**src/rtl/round_arbiter_pkg.sv**
```systemverilog
// round_pkg: rounding-mode codes and the mode-dependent addend generator
// shared by the rounding unit. The rnd_const() helper builds the F-bit
// addend that, added to the sample and truncated, implements each mode.
// Optional build macro (consumed by round_mode_unit): ROUNDING_SAT_EN.
package round_pkg;

  localparam logic [2:0] RND_TRUNC = 3'd0;
  localparam logic [2:0] RND_HUP   = 3'd1;
  localparam logic [2:0] RND_HDN   = 3'd2;
  localparam logic [2:0] RND_TZERO = 3'd3;
  localparam logic [2:0] RND_AZERO = 3'd4;
  localparam logic [2:0] RND_CONV  = 3'd5;

  // Addend container width; callers cast down to their sample width.
  localparam int RND_CW = 32;

  // Addend is {msb, (f-1) copies of fill} in the low f bits.
  // Codes 6/7 fall into default and behave as truncate.
  function automatic logic [RND_CW-1:0] rnd_const(input logic [2:0] mode,
                                                  input logic       sign,
                                                  input logic       kbit,
                                                  input int         f);
    logic              msb;
    logic              fill;
    logic [RND_CW-1:0] ones;
    msb  = 1'b0;
    fill = 1'b0;
    case (mode)
      RND_HUP:   msb = 1'b1;
      RND_HDN:   fill = 1'b1;
      RND_TZERO: begin msb = sign;  fill = !sign; end
      RND_AZERO: begin msb = !sign; fill = sign;  end
      RND_CONV:  begin msb = kbit;  fill = !kbit; end
      default:   ;
    endcase
    ones = (RND_CW'(1) << (f - 1)) - RND_CW'(1);
    rnd_const = ({{(RND_CW-1){1'b0}}, msb} << (f - 1)) | (fill ? ones : '0);
  endfunction

endpackage

```
**src/rtl/round_arbiter_mode.sv**
```systemverilog
// round_mode_unit: combinational IWID -> OWID rounding.
//   i_data  IWID-bit two's-complement sample
//   i_mode  3-bit rounding-mode code
//   o_data  OWID-bit rounded result
// Macro ROUNDING_SAT_EN: when defined, positive overflow clamps to max
// positive; otherwise the sum wraps (carry out of the MSB is dropped).
module round_mode_unit
  import round_pkg::*;
#(
  parameter int IWID = 8,
  parameter int OWID = 5
) (
  input  logic [IWID-1:0] i_data,
  input  logic [2:0]      i_mode,
  output logic [OWID-1:0] o_data
);

  localparam int F = IWID - OWID;

  logic [IWID-1:0] w_add;
  logic [IWID-1:0] w_sum;
  logic [OWID-1:0] w_trunc;
  logic            w_frac_unused;

  // Convergent mode uses bit F (the result LSB) as its tie-break bit.
  assign w_add   = IWID'(rnd_const(i_mode, i_data[IWID-1], i_data[F], F));
  assign w_sum   = i_data + w_add;
  assign w_trunc = w_sum[IWID-1:F];
  assign w_frac_unused = ^w_sum[F-1:0];

`ifdef ROUNDING_SAT_EN
  // Only a non-negative input can carry into the sign bit.
  assign o_data = (w_sum[IWID-1] && !i_data[IWID-1]) ?
                  {1'b0, {(OWID-1){1'b1}}} : w_trunc;
`else
  assign o_data = w_trunc;
`endif

endmodule

```
**src/rtl/round_arbiter.sv**
```systemverilog
// round_arbiter: NREQ requesters share one 2-stage rounding pipeline.
//   i_clk, i_reset_n   clock, synchronous active-low reset
//   i_valid/o_ready    per-requester handshake (o_ready one-hot)
//   i_data, i_mode     packed samples / mode codes, requester k at slot k
//   o_valid/i_ready    result handshake with backpressure
//   o_data/o_id/o_mode rounded result, winner's index, raw mode code
// Optional build macro ROUNDING_SAT_EN (see round_mode_unit).
module round_arbiter
  import round_pkg::*;
#(
  parameter int IWID = 8,
  parameter int OWID = 5,
  parameter int NREQ = 4,
  parameter int IDW  = 2
) (
  input  logic                 i_clk,
  input  logic                 i_reset_n,
  input  logic [NREQ-1:0]      i_valid,
  input  logic [NREQ*IWID-1:0] i_data,
  input  logic [NREQ*3-1:0]    i_mode,
  output logic [NREQ-1:0]      o_ready,
  output logic                 o_valid,
  input  logic                 i_ready,
  output logic [OWID-1:0]      o_data,
  output logic [IDW-1:0]       o_id,
  output logic [2:0]           o_mode
);

  logic            r_s1_valid;
  logic [IWID-1:0] r_s1_data;
  logic [2:0]      r_s1_mode;
  logic [IDW-1:0]  r_s1_id;
  logic [IDW-1:0]  r_rr;
  logic            r_o_valid;
  logic [OWID-1:0] r_o_data;
  logic [IDW-1:0]  r_o_id;
  logic [2:0]      r_o_mode;

  logic            w_s1_adv, w_adv, w_gnt_vld, w_xfer;
  logic [IDW-1:0]  w_gnt, w_rr_nxt;
  logic [OWID-1:0] w_rnd;

  assign w_s1_adv = !r_o_valid || i_ready;
  assign w_adv    = !r_s1_valid || w_s1_adv;

  // Round-robin search from r_rr; descending scan so the smallest
  // offset from the pointer is the one left standing.
  always_comb begin
    w_gnt_vld = 1'b0;
    w_gnt     = '0;
    for (int j = NREQ - 1; j >= 0; j--) begin
      if (i_valid[(int'(r_rr) + j) % NREQ]) begin
        w_gnt_vld = 1'b1;
        w_gnt     = IDW'((int'(r_rr) + j) % NREQ);
      end
    end
  end

  // Gating with i_reset_n keeps o_ready low while reset is asserted.
  assign w_xfer   = w_gnt_vld && w_adv && i_reset_n;
  assign w_rr_nxt = (int'(w_gnt) == NREQ - 1) ? '0 : w_gnt + IDW'(1);

  always_comb begin
    for (int k = 0; k < NREQ; k++)
      o_ready[k] = w_xfer && (w_gnt == IDW'(k));
  end

  round_mode_unit #(.IWID(IWID), .OWID(OWID)) u_rnd (
    .i_data (r_s1_data),
    .i_mode (r_s1_mode),
    .o_data (w_rnd)
  );

  always_ff @(posedge i_clk) begin
    if (!i_reset_n) begin
      r_rr       <= '0;
      r_s1_valid <= 1'b0;
      r_s1_data  <= '0;
      r_s1_mode  <= '0;
      r_s1_id    <= '0;
      r_o_valid  <= 1'b0;
      r_o_data   <= '0;
      r_o_id     <= '0;
      r_o_mode   <= '0;
    end else begin
      // S1 refill may coincide with S1 -> S2 move (no bubble).
      if (w_xfer) begin
        r_rr       <= w_rr_nxt;
        r_s1_valid <= 1'b1;
        r_s1_data  <= i_data[w_gnt*IWID +: IWID];
        r_s1_mode  <= i_mode[w_gnt*3 +: 3];
        r_s1_id    <= w_gnt;
      end else if (w_s1_adv) begin
        r_s1_valid <= 1'b0;
      end
      if (w_s1_adv) begin
        r_o_valid <= r_s1_valid;
        if (r_s1_valid) begin
          r_o_data <= w_rnd;
          r_o_id   <= r_s1_id;
          r_o_mode <= r_s1_mode;
        end
      end
    end
  end

  assign o_valid = r_o_valid;
  assign o_data  = r_o_data;
  assign o_id    = r_o_id;
  assign o_mode  = r_o_mode;

endmodule

```
**config.mk**
```make
export PLATFORM = sky130hd
export DESIGN_NAME = round_arbiter
export DESIGN_NICKNAME = d
export VERILOG_FILES = /design/src/rtl/round_arbiter_pkg.sv /design/src/rtl/round_arbiter_mode.sv /design/src/rtl/round_arbiter.sv
export SDC_FILE = /design/constraint.sdc
export NUM_CORES = 1
export LEC_CHECK = 0
export BUFFER_PORTS_ARGS = -buffer_cell sky130_fd_sc_hd__buf_2
export CORE_UTILIZATION = 49
export DETAILED_ROUTE_END_ITERATION = 10
export HOLD_SLACK_MARGIN = 0.1
export PLACE_DENSITY = 0.9
export SLEW_MARGIN = 20
export SYNTH_ARGS = -nofsm -noshare
export SYNTH_HDL_FRONTEND = slang
export SYNTH_SLANG_ARGS = --single-unit
```
**constraint.sdc**
```tcl
create_clock -name i_clk -period 2.67 [get_ports i_clk]
set_input_delay 0.1335 -clock i_clk [delete_from_list [all_inputs] [get_ports i_clk]]
set_output_delay 0.1335 -clock i_clk [all_outputs]
set_load 0.01 [all_outputs]
```
==> Yosys cells after proc, flatten, opt, wreduce, memory -nomap -nowiden <==
Cells that the tools add are included.
Widths: inputs -> output; s select.
{ "op_classes": {"div_mod_pow": 0, "multipliers": 1, "muxes": 25, "n_lt_le_gt_ge": 4, "shifts": 2, "n_reduce_logical": 18, "addsub": 5, "n_bitwise": 4, "n_eq_ne": 9} }
{ "ops": {"columns": ["op", "n"], "rows": [
  ["$shiftx 32x6->8", 1],
  ["$mux 1", 13],
  ["$lt 3x4->1 const B", 3],
  ["$mux 2", 6],
  ["$shiftx 12x5->3", 1],
  ["$add 8x8->8", 1],
  ["$bmux 1 s2", 4],
  ["$or 3x8->8", 1],
  ["$pmux 1 s4", 2],
  ["$eq 3x2->1 const B", 2],
  ["$eq 3x3->1 const B", 2],
  ["$logic_and 1x1->1", 6],
  ["$reduce_or 2->1", 3],
  ["$add 2x1->2 const B", 2],
  ["$add 2x2->2 const B", 2],
  ["$eq 2x1->1 const B", 2],
  ["$eq 2x2->1 const B", 2],
  ["$logic_not 1->1", 4],
  ["$mul 2x2->4 const B", 1],
  ["$and 1x1->1 const A", 3],
  ["$eq 3x1->1 const B", 1],
  ["$lt 2x3->1 const B", 1],
  ["$logic_not 2->1", 1],
  ["$logic_or 1x1->1", 2],
  ["other kinds (2)", 2]
]} }
{ "word_totals": {"romBits": 0, "mem_bits_rw": 0, "mem_count": 0, "latchBits": 0, "input_bits": 51, "regBits": 27, "elab_cells": 77} }

==> Longest topological paths before layout <==
{ "logic_depth": {"word_depth": 13, "depth_mapped": 9} }

==> Cells and area by module <==
From an unflattened synthesis, not the netlist that was laid out.
{ "hier_totals": {"cells_unflattened": 162, "hier_area_um2": 1525.2} }
{ "by_module_without_submodules": {"columns": ["module", "area_each_um2", "n_inst", "cells_per_inst", "seq_area_each_um2"], "rows": [
  ["round_arbiter", 1325.0, 1, 134, 540.5],
  ["round_mode_unit", 200.2, 1, 28, 0.0]
]} }

==> Worst setup path after synthesis <==
No wires, ideal clock.
{ "synth_path": {"path_type": "register -> register", "startpoint": "register r_s1_data[7]", "endpoint": "register r_o_data[1], in the netlist o_data[1]", "period_less_slack_ns": 2.123, "setup_ns": 0.132, "path_stages_with_launch": 9, "path_buffers": 0, "path_slack_ns": 0.547, "arrival_time_ns": 1.992, "cell_sequence": "dfxtp_1 > or2_1 > a32o_1 > ha_1 > and2_1 > nand4_1 > a311oi_2 > xnor2_1 > a21oi_1"} }
{ "synth_via": {"elab_chain_len": 5} }
{ "synth_rtl": {"columns": ["element", "line_no", "source"], "rows": [
  ["from (decl)", "round_arbiter.sv:30", "logic [IWID-1:0] r_s1_data;"],
  ["from (signal assigned)", "round_arbiter.sv:90", "r_s1_data <= i_data[w_gnt*IWID +: IWID];"],
  ["$logic_not 1->1", "round_arbiter_pkg.sv:31, round_arbiter_pkg.sv:32", null],
  ["$pmux 1 s4", "round_arbiter_pkg.sv:28", "case (mode)"],
  ["$mux 2", "round_arbiter_pkg.sv:37", "rnd_const = ({{(RND_CW-1){1'b0}}, msb} << (f - 1)) | (fill ? ones : '0);"],
  ["$or 3x8->8 (*)", "round_arbiter_pkg.sv:37", null],
  ["$add 8x8->8 (*)", "round_arbiter_mode.sv:27", "assign w_sum = i_data + w_add;"],
  ["to (signal assigned)", "round_arbiter.sv:99", "r_o_data <= w_rnd;"],
  ["to (decl)", "round_arbiter.sv:35", "logic [OWID-1:0] r_o_data;"]
]} }
Mark *: on every way between the ends. The rest lies on a longest branch, timed or not.
A chain may end at the register's enable or synchronous reset.

==> Worst setup path in the final report <==
Same ends and word-level chain as after synthesis.

==> impl_results.md <==
* Status: completed
* Skew-Pair Late Insertion Delay at 0.32 ns
* Fmax at 0.4333 GHz
* RSZ-0062 raised after global routing: false
* Tmin final at 2.308 ns
* Cell area after synthesis at 1745 µm²
* #FFs+latches synth at 27
* Register area at 540.5 µm²
* Place WS at 0.3896 ns
* Mean Syn Cell Area at 9.435 µm²
* Area Overhead vs Synth at 19.21%
* Max transition margin at 0.6577
* Pins over their slew limit at 0
* DRC Markers at 0
* Top Family by Delay on Critical Path: compound AO/OA/AOI/OAI gates
* Initial Utilization at 0.5190
* Fin crit share at 0.8643
* Worst Hold Class: primary input to flop
* DRT iter0 DRCs at 68
* Sequential element share of the synthesized area at 0.3097
* TritonCTS buffer count at 3
* I/O pins at 66
* ANT nets after route at 0
* N_diodes at 0
* Crit path max fanout at 6
* Placed Cells incl. Taps at 287
* Worst Setup End Kind: flop
* Die Wd at 61.69 µm
* Worst setup SP type: flop
* CTS tree: built
* Largest net degree at the start of global routing at 32
* CP Data Arrival Time at 2.52 ns
* CP max stage cell: dfxtp_1
* Area of the multi-input gates at 1089 µm²
* Core area at 3363 µm²
* Layout Skew at 0.005580 ns
* TritonRoute pass-1 iters at 4
* Global-route wire length before repair at 5809 µm
* Port-buffer cells at 65
* Buffer count from post-CTS setup fixing at 0
* Final Cell Area at 2081 µm²
* Htree depth at 1
* Setup Crit Path Kind: flop to flop
* Top cells by area, synth: dfxtp_1 (31%), mux2i_1 (13%), o221ai_2 (7.7%)
* Commonest cells post-synth: dfxtp_1 (27), mux2i_1 (22), nand2_1 (19)
* Max incr delay on CP at 0.39 ns
* GP Congestion at 0.8285
* Vias per std cell at 5.381
* Syn Nets at 242
* Post-Layout Cell Count at 291
* Synth cell types at 44
* Post-DP HPWL at 2804 µm
* Worst-path cell chain: or2_1 > a32o_1 > ha_1 > and2_1 > nand4_1 > a311oi_2 > xnor2_1 > a21oi_1
* Setup TNS at 0 ns
* Lkg Pwr at 1.007 nW
* Detailed Route WL at 3606 µm
* Number of synthesized flops with an enable pin at 0
* PD cells at 656.1 nW/µm²
* Count leader, synth: dfxtp_1
* Die Ht at 61.69 µm
* FP Rows at 21
* Setup WS post-layout at 0.3623 ns
* Grt total ovfl at 0
* Initial antenna violation count at 0
* Fin. Hold Viols at 0
* Die area at 3805 µm²
* Filler cells at 346
* Post-CTS Resized at 0
* Finish-stage setup viols at 0
* GR Util All Layers at 0.2062
* VDD IR max at 0.3395 mV
* CP required at 2.88 ns
* Clock Tree Buf Depth at 2
* Post-synth ARST share at 0
* Clock Root Buffer: clkbuf_4
* Max Cap Viol at 0
* # hold bufs at CTS at 0
* YS warnings at 0
* # clock sinks at 27
* Placed inst area at 2054 µm²
* Synth top area share at 0.3097
* Clk pin slew, worst setup/hold paths at 0.14 ns
* Layout cells sized above 1 at 0.3673
* DR vias at 1,566
* Synth area leader: dfxtp_1
* Number of global-route vias before repair at 1,316
* Most used DFF post-synth: dfxtp_1
* Nets at 303
* Buf/Inv on CP at 0
* Actual slew at the worst max-slew pin at 0.5134 ns
* Synth Instances at 185
* WL/cell at 12.39 µm
per-layer routing:
layer,part of all wire,wire [µm],GRT usage
met5,0,0,0
met4,0.013,48,0.06349
met3,0.040,146,0.02101
met2,0.47,1707,0.3548
met1,0.47,1703,0.2711
power by group:
part	switching [mW]	leakage (nW)	internal (mW)	total [mW]
registers	0.0804	0.224	0.488	0.569
logic	0.329	0.769	0.292	0.621
clock network	0.117	0.0150	0.0585	0.175
per-stage QoR:
step | utilization | hold WS, ns | power [mW]
after CTS | 0.6187 | 0.1095 | 1.371
after detailed placement | 0.6109 | 0.4517 | 1.200
final | 0.6187 | 0.1088 | 1.365
after global placement | 0.6109 | 0.4342 | 1.189
after floorplan | - | 0.3309 | 1.067
after global routing | 0.6187 | 0.1060 | 1.463
registers in the layout (all words and copies together), names as in the netlist:
name and count:
o_data 5, o_id 2, r_s1_id 2, r_s1_valid 1
r_s1_data 8, o_valid 1, r_s1_mode 3, o_mode 3
r_rr 2
path summary, 6_finish.rpt:
| check | startpoint | slack (ns) | endpoint | cells after the start |
|---|---|---|---|---|
| setup / recovery | r_s1_data[7] | 0.36 | o_data[1] | 8 |
| hold / removal | i_data[10] | 0.11 | r_s1_data[2] | 3 |
| setup reg to reg | r_s1_data[7] | 0.36 | o_data[1] | 8 |
| hold reg to reg | o_id[0] | 0.47 | o_id[0] | 2 |
logic make-up (layout without fill, tap and decap cells):
family | count (synthesis) | count (layout) | share of synthesized area
compound gates | 41 | 41 | 0.2222
xor+xnor | 2 | 2 | 0.01004
fa+ha+maj | 6 | 6 | 0.04301
buf+inv | 16 | 76 | 0.06666
flops | 27 | 27 | 0.3097
mux | 22 | 22 | 0.1262
simple gates | 71 | 71 | 0.2222
cell usage in the layout (no fill, tap or decap), types with 7 or more instances in the layout:
cell / instances
and2_1: 7
buf_2: 65
dfxtp_1: 27
mux2i_1: 22
nand2_1: 19
nand3_1: 18
nor2_1: 7
o221ai_2: 9
layout make-up:
type / count / share of cell area
Tap cell: 46 / 0.02766
Multi-Input combinational cell: 142 / 0.5231
Timing Repair Buffer: 66 / 0.1660
Sequential cell: 27 / 0.2598
Inverter: 6 / 0.01082
Clock buffer: 4 / 0.01263
tightest hold or removal path, cell delays in order:
cell and delay, ns:
buf_2 0.07, mux2i_1 0.06, o221ai_2 0.14
No activity file was read; power rests on OpenSTA's default activity.
